**src/rtl/ah_pad_pkg.sv**
```systemverilog
// Shared constants, FSM encoding and MsgBytes sanitising helpers for the MD5 padder.
package ah_pad_pkg;

    localparam int DATA_WIDTH = 32;
    localparam int LEN_WIDTH  = 64;
    localparam int BLK_WORDS  = 16;
    localparam int CNT_WIDTH  = LEN_WIDTH - 3;
    localparam int IDX_WIDTH  = 4;

    localparam logic [7:0]           PAD_BYTE     = 8'h80;
    localparam logic [IDX_WIDTH-1:0] IDX_LAST     = 4'(BLK_WORDS - 1);
    localparam logic [IDX_WIDTH-1:0] IDX_PRE_LEN  = 4'(BLK_WORDS - 3);

    typedef enum logic [2:0] {
        ST_IDLE      = 3'd0,
        ST_WAIT_CORE = 3'd1,
        ST_DATA      = 3'd2,
        ST_PAD       = 3'd3,
        ST_LEN_LO    = 3'd4,
        ST_LEN_HI    = 3'd5
    } padState_t;

    // A word is malformed when it claims more than four bytes, or is short without being last.
    function automatic logic bytesBad(input logic [2:0] bytes, input logic last);
        return (bytes > 3'd4) || ((bytes != 3'd4) && !last);
    endfunction

    function automatic logic [2:0] bytesEff(input logic [2:0] bytes, input logic last);
        return bytesBad(bytes, last) ? 3'd4 : bytes;
    endfunction

endpackage

```
**src/rtl/ah_pad_mask.sv**
```systemverilog
// Combinational byte mask: keeps valid message bytes, zeroes the rest and inserts 0x80 after a short last word.
module ah_pad_mask
    import ah_pad_pkg::*;
(
    input  logic [DATA_WIDTH-1:0] wordIn,
    input  logic [2:0]            bytes,
    input  logic                  last,
    output logic [DATA_WIDTH-1:0] wordOut
);

    // Per-byte select between message data, pad marker and zero fill.
    always_comb begin
        wordOut = 32'h0000_0000;
        for (int k = 0; k < 4; k++) begin
            if (3'(k) < bytes) begin
                wordOut[8*k +: 8] = wordIn[8*k +: 8];
            end else if (last && (3'(k) == bytes)) begin
                wordOut[8*k +: 8] = PAD_BYTE;
            end else begin
                wordOut[8*k +: 8] = 8'h00;
            end
        end
    end

endmodule

```
**src/rtl/ah_pad.sv**
```systemverilog
// MD5 message padder / block feeder. Optional build macro AH_PAD_ERR_EN adds the sticky PadErr output.
module ah_pad
    import ah_pad_pkg::*;
(
    input  logic        clk,
    input  logic        rst_n,
    input  logic        MsgVld,
    output logic        MsgRdy,
    input  logic [31:0] MsgData,
    input  logic        MsgLast,
    input  logic [2:0]  MsgBytes,
    input  logic        CoreRdy,
    output logic        DataVld,
    output logic [31:0] DataOut,
    output logic        BlockDone,
    output logic        MsgDone
`ifdef AH_PAD_ERR_EN
    ,
    output logic        PadErr
`endif
);

    padState_t              state_r, stateNext_s;
    logic [IDX_WIDTH-1:0]   wordIdx_r, wordIdxNext_s;
    logic [CNT_WIDTH-1:0]   byteCnt_r, byteCntNext_s, cntSumLo_s;
    logic                   padOwed_r, padOwedNext_s;
    logic                   msgEnd_r, msgEndNext_s;
    logic                   dataVldNext_s, blockDoneNext_s, msgDoneNext_s;
    logic [DATA_WIDTH-1:0]  dataOutNext_s, maskedWord_s;
    logic [LEN_WIDTH-1:0]   bitCnt_s;
    logic [2:0]             effBytes_s;
    logic                   xfer_s, lastOwes_s;

    // Malformed byte counts are treated as full words so the stream stays word-aligned.
    assign effBytes_s = bytesEff(MsgBytes, MsgLast);
    assign xfer_s     = MsgVld & MsgRdy;
    assign lastOwes_s = (effBytes_s == 3'd4) || (effBytes_s == 3'd0);
    assign bitCnt_s   = {byteCnt_r, 3'b000};

`ifdef AH_PAD_ERR_EN
    logic [CNT_WIDTH:0] cntSum_s;
    logic               cntOvf_s;
    assign cntSum_s   = {1'b0, byteCnt_r} + {{(CNT_WIDTH-2){1'b0}}, effBytes_s};
    assign cntSumLo_s = cntSum_s[CNT_WIDTH-1:0];
    assign cntOvf_s   = cntSum_s[CNT_WIDTH];
`else
    assign cntSumLo_s = byteCnt_r + {{(CNT_WIDTH-3){1'b0}}, effBytes_s};
`endif

    ah_pad_mask uMask (
        .wordIn  (MsgData),
        .bytes   (effBytes_s),
        .last    (MsgLast),
        .wordOut (maskedWord_s)
    );

    // Next-state and next-output logic for the block feeder.
    always_comb begin
        stateNext_s     = state_r;
        wordIdxNext_s   = wordIdx_r;
        byteCntNext_s   = byteCnt_r;
        padOwedNext_s   = padOwed_r;
        msgEndNext_s    = msgEnd_r;
        dataVldNext_s   = 1'b0;
        dataOutNext_s   = 32'h0000_0000;
        blockDoneNext_s = 1'b0;
        msgDoneNext_s   = 1'b0;
        case (state_r)
            ST_IDLE: begin
                if (MsgVld) begin
                    stateNext_s = ST_WAIT_CORE;
                end else begin
                    stateNext_s = ST_IDLE;
                end
            end
            ST_WAIT_CORE: begin
                if (CoreRdy) begin
                    stateNext_s = msgEnd_r ? ST_PAD : ST_DATA;
                end else begin
                    stateNext_s = ST_WAIT_CORE;
                end
            end
            ST_DATA: begin
                if (xfer_s) begin
                    byteCntNext_s = cntSumLo_s;
                    if (MsgLast) begin
                        msgEndNext_s  = 1'b1;
                        padOwedNext_s = lastOwes_s;
                    end else begin
                        msgEndNext_s  = msgEnd_r;
                    end
                    // An empty last word carries no data: the marker goes out from PAD instead.
                    if (effBytes_s == 3'd0) begin
                        stateNext_s = ST_PAD;
                    end else begin
                        dataVldNext_s = 1'b1;
                        dataOutNext_s = maskedWord_s;
                        if (wordIdx_r == IDX_LAST) begin
                            blockDoneNext_s = 1'b1;
                            wordIdxNext_s   = 4'd0;
                            stateNext_s     = ST_WAIT_CORE;
                        end else begin
                            wordIdxNext_s = wordIdx_r + 4'd1;
                            if (!MsgLast) begin
                                stateNext_s = ST_DATA;
                            end else if (!lastOwes_s && (wordIdx_r == IDX_PRE_LEN)) begin
                                stateNext_s = ST_LEN_LO;
                            end else begin
                                stateNext_s = ST_PAD;
                            end
                        end
                    end
                end else begin
                    stateNext_s = ST_DATA;
                end
            end
            ST_PAD: begin
                dataVldNext_s = 1'b1;
                dataOutNext_s = padOwed_r ? {24'h00_0000, PAD_BYTE} : 32'h0000_0000;
                padOwedNext_s = 1'b0;
                if (wordIdx_r == IDX_LAST) begin
                    blockDoneNext_s = 1'b1;
                    wordIdxNext_s   = 4'd0;
                    stateNext_s     = ST_WAIT_CORE;
                end else begin
                    wordIdxNext_s = wordIdx_r + 4'd1;
                    stateNext_s   = (wordIdx_r == IDX_PRE_LEN) ? ST_LEN_LO : ST_PAD;
                end
            end
            ST_LEN_LO: begin
                dataVldNext_s = 1'b1;
                dataOutNext_s = bitCnt_s[31:0];
                wordIdxNext_s = wordIdx_r + 4'd1;
                stateNext_s   = ST_LEN_HI;
            end
            ST_LEN_HI: begin
                dataVldNext_s   = 1'b1;
                dataOutNext_s   = bitCnt_s[63:32];
                blockDoneNext_s = 1'b1;
                msgDoneNext_s   = 1'b1;
                wordIdxNext_s   = 4'd0;
                byteCntNext_s   = {CNT_WIDTH{1'b0}};
                padOwedNext_s   = 1'b0;
                msgEndNext_s    = 1'b0;
                stateNext_s     = ST_IDLE;
            end
            default: begin
                stateNext_s = ST_IDLE;
            end
        endcase
    end

    // State, counters and registered outputs.
    always_ff @(posedge clk or negedge rst_n) begin
        if (!rst_n) begin
            state_r   <= ST_IDLE;
            wordIdx_r <= 4'd0;
            byteCnt_r <= {CNT_WIDTH{1'b0}};
            padOwed_r <= 1'b0;
            msgEnd_r  <= 1'b0;
            MsgRdy    <= 1'b0;
            DataVld   <= 1'b0;
            DataOut   <= 32'h0000_0000;
            BlockDone <= 1'b0;
            MsgDone   <= 1'b0;
        end else begin
            state_r   <= stateNext_s;
            wordIdx_r <= wordIdxNext_s;
            byteCnt_r <= byteCntNext_s;
            padOwed_r <= padOwedNext_s;
            msgEnd_r  <= msgEndNext_s;
            MsgRdy    <= (stateNext_s == ST_DATA);
            DataVld   <= dataVldNext_s;
            DataOut   <= dataOutNext_s;
            BlockDone <= blockDoneNext_s;
            MsgDone   <= msgDoneNext_s;
        end
    end

`ifdef AH_PAD_ERR_EN
    // Sticky error flag: malformed byte count or length counter overflow.
    always_ff @(posedge clk or negedge rst_n) begin
        if (!rst_n) begin
            PadErr <= 1'b0;
        end else if (xfer_s && (bytesBad(MsgBytes, MsgLast) || cntOvf_s)) begin
            PadErr <= 1'b1;
        end else begin
            PadErr <= PadErr;
        end
    end
`endif

endmodule
```
**config.mk**
```make
export PLATFORM = sky130hd
export DESIGN_NAME = ah_pad
export DESIGN_NICKNAME = d
export VERILOG_FILES = /design/src/rtl/ah_pad_pkg.sv /design/src/rtl/ah_pad_mask.sv /design/src/rtl/ah_pad.sv
export SDC_FILE = /design/constraint.sdc
export NUM_CORES = 1
export LEC_CHECK = 0
export BUFFER_PORTS_ARGS = -buffer_cell sky130_fd_sc_hd__buf_2
export CAP_MARGIN = 10
export CORE_ASPECT_RATIO = 1.4
export CORE_MARGIN = 4
export CORE_UTILIZATION = 57
export DETAILED_ROUTE_END_ITERATION = 10
export GPL_TIMING_DRIVEN = 1
export PLACE_DENSITY = 0.79
export SETUP_SLACK_MARGIN = 0.4
export SYNTH_ARGS = -nofsm -noshare
export SYNTH_HDL_FRONTEND = slang
export SYNTH_SLANG_ARGS = --single-unit
```
**constraint.sdc**
```tcl
create_clock -name clk -period 2.8 [get_ports clk]
set_input_delay 0 -clock clk [delete_from_list [all_inputs] [get_ports clk]]
set_output_delay 0 -clock clk [all_outputs]
set_load 0.02 [all_outputs]
```
==> metrics <==
Placer Congestion=a little under 1; pwr/cell area=approximately 590 nW/µm²; Routed WL=approximately 16000 µm; Syn-to-layout area delta=24.2%; Layout Nets=between 700 and 800; grt ovf=0; Internal=0.00275 W; top area cells in the synthesized netlist=dfrtp_1 49%, a222oi_1 4.7%, a21oi_1 4.0%; initial antenna violation count=0; Cells after Synth=551; Critical Path RT=about 3.1 ns; via count=between 5k and 6k; element type at the critical path end=register; pin count of the biggest net entering global routing=65; Clock transition at path regs=about 0.070 ns; dpl cell area=5950 µm²; Final Cell Area=6650 µm²; final setup violation count=0; DRC=0; Worst-Skew Late Latency=~0.35 ns; share of cells above drive strength 1=0.199; Peak Freq=a little over 400 MHz; worst slew pin tran=around 0.8 ns; I/O pin cnt=76; setup TNS=0 ns; Post-DRT Antenna Nets=0; clock root buffer=clkbuf_16; worst hold path class=in2reg; LEAKAGE=between 3 and 4 nW; Die Span X=89.9 µm; logic gate share of total power=0.186; clk buf depth=2; Post-Syn Area=5360 µm²; Seq/Total Area, Yosys=0.495; Main synth FF type=dfrtp_1; num rows=41; r2r setup slk=roughly 0.38 ns; DP HPWL=~11000 µm; number of I/O port buffers=75; Min Clock Period, post-route=~2.4 ns; VDD IR max=~420 µV; core area=slightly above 9000 µm²; Hold Vio Cnt, Final=0; fraction of registers with async set/reset=1.00; starting density of the core=0.590; Reg power frac=0.463; Ant. Diodes=0; drt wl/cell=roughly 20 µm; Yosys reg bits=106; vias per cell=approximately 6.6; Yosys warnings=0; vias in the first global route=between 5k and 6k; top-area cell type share of the netlist area=0.495; DRT iter0 DRCs=between 500 and 600; critical setup path kind=reg2reg; Net Count, Synth=a little under 600; DRT Pass-1 Iters=10; status=finished, final reports clean; DIE AREA=about 11000 µm²; Final Util=0.733; Synth area leader=dfrtp_1; sw frac=0.295; Slew HR=0.459; Switching Power=between 0.001 and 0.0015 W; library cells used by synthesis=56; first-pass GRT wire length=25900 µm; clock tree from TritonCTS=done; Fin Clk Skew=approximately 0.0082 ns; syn_area_per_cell=9.73 µm²; Clock Power Share=0.351; Die Span Y=between 100 and 150 µm; startpoint types=register; Final period util=0.863; RSZ-0062 raised after global routing=true; Placed Cells=between 700 and 800; non-filler cells in the finished layout=roughly 780; Critical Path Fanout Max=8; Post-synth EDFFs=0; cts bufs inserted=9; critical path arrival=2.68 ns; gr usage total=0.297; CTS Sinks=roughly 110; max-cap viol count=0; H-tree level count=3; overall power=0.00391 W; Pins Over Slew Limit=0
power by group through the flow:
stage	combinational [W]	sequential, W	clock, W
after floorplan	0.000412	0.00182	0
after global placement	0.000664	0.00182	0
after detailed placement	0.000683	0.00183	0
after CTS	0.000725	0.00180	0.00138
after global routing	0.000809	0.00182	0.00145
final	0.000726	0.00181	0.00137
layer usage:
layer,vias to the layer above,wire length [µm],global-route usage
met4,0,650,0.151
li1,2304,-,-
met5,-,0,0
met3,52,1190,0.0662
met1,2536,5810,0.351
met2,266,8230,0.511
worst max-delay path, cell delays in order, from the launching register on:
cell,delay (ns)
dfrtp_1,0.40
ha_2,0.23
fa_1,0.21
a21oi_1,0.13
nor4b_4,0.29
buf_4,0.21
nand4_1,0.23
or3_1,0.43
a21oi_1,0.20
layout by cell type (no fill, tap or decap), types with 4 or more instances in the layout:
cell	netlist	routed
buf_4	0	23
nand2_1	36	35
nand3_1	29	28
xor2_1	20	20
o31ai_1	12	12
dfrtp_1	106	105
and3_1	6	6
dlygate4sd3_1	0	33
a22oi_1	4	4
nor3_1	6	6
ha_1	5	4
nor2b_1	4	4
a222oi_1	25	25
clkbuf_16	0	9
nor2_1	39	38
and2_1	5	5
nand4_1	27	27
clkinv_2	0	4
buf_2	4	74
or4_1	13	13
inv_1	32	32
and4_1	9	8
o21ai_0	34	34
a21oi_1	43	43
or3_1	23	23
layout make-up:
class,count,area [µm²]
flip-flops and latches,106,2650
clock inverters,6,80.1
fillers,652,2430
multi-input cells,388,2510
inverters,33,124
repair buffers,132,913
clock buffers,10,239
well taps,107,134
metrics by stage:
step / setup WS [ns] / hold slack, ns
detailed placement: 0.279 / 0.149
floorplan: 0.566 / -0.296
finish: 0.383 / 0.0147
global route: 0.256 / 0.0311
CTS: 0.416 / 0.0122
global placement: 0.395 / 0.137
final timing paths:
path                               from  depth (start not counted)             to
max                        byteCnt_r[0]                          8  byteCnt_r[40]
min                              MsgVld                          3     state_r[0]
max reg2reg                byteCnt_r[0]                          8  byteCnt_r[40]
min reg2reg                   padOwed_r                          2      padOwed_r
max in group asynchronous         rst_n                          3     state_r[1]
min in group asynchronous         rst_n                          2  byteCnt_r[40]
registers in the layout, indices dropped and copies added, names as in the netlist:
signal / flops
msgEnd_r: 1
padOwed_r: 1
MsgDone: 1
wordIdx_r: 4
MsgRdy: 1
BlockDone: 1
DataOut: 32
DataVld: 1
state_r: 3
byteCnt_r: 61
Yosys cell counts (5+ instances only):
library cell	number
o21ai_0	34
nand4_1	27
o31ai_1	12
or4_1	13
a222oi_1	25
nand3_1	29
and3_1	6
or3_1	23
and4_1	9
inv_1	32
dfrtp_1	106
nor3_1	6
nand2_1	36
and2_1	5
xor2_1	20
nor2_1	39
ha_1	5
a21oi_1	43
clkbuf_1	16
kinds of logic (layout without fill, tap and decap cells):
| family | after synthesis | count (layout) | synth area share |
|---|---|---|---|
| muxes | 1 | 1 | 0.00187 |
| buffers and inverters | 57 | 181 | 0.0423 |
| and+or+nand+nor | 220 | 220 | 0.237 |
| xor gates and xnor gates | 22 | 22 | 0.0360 |
| AOI/OAI and AO/OA | 139 | 139 | 0.173 |
| adders and majority gates | 6 | 6 | 0.0154 |
| DFF | 106 | 106 | 0.495 |
repair_timing:
item,CTS,global route
cloned,0,0
gates resized for setup,2,5
hold buffers,33,0
pin swaps,0,1
setup buffers,2,2
setup endpoints to repair,7,25
endpoints found under the hold margin,96,0
Note: power is estimated with default switching activity, not from simulation.
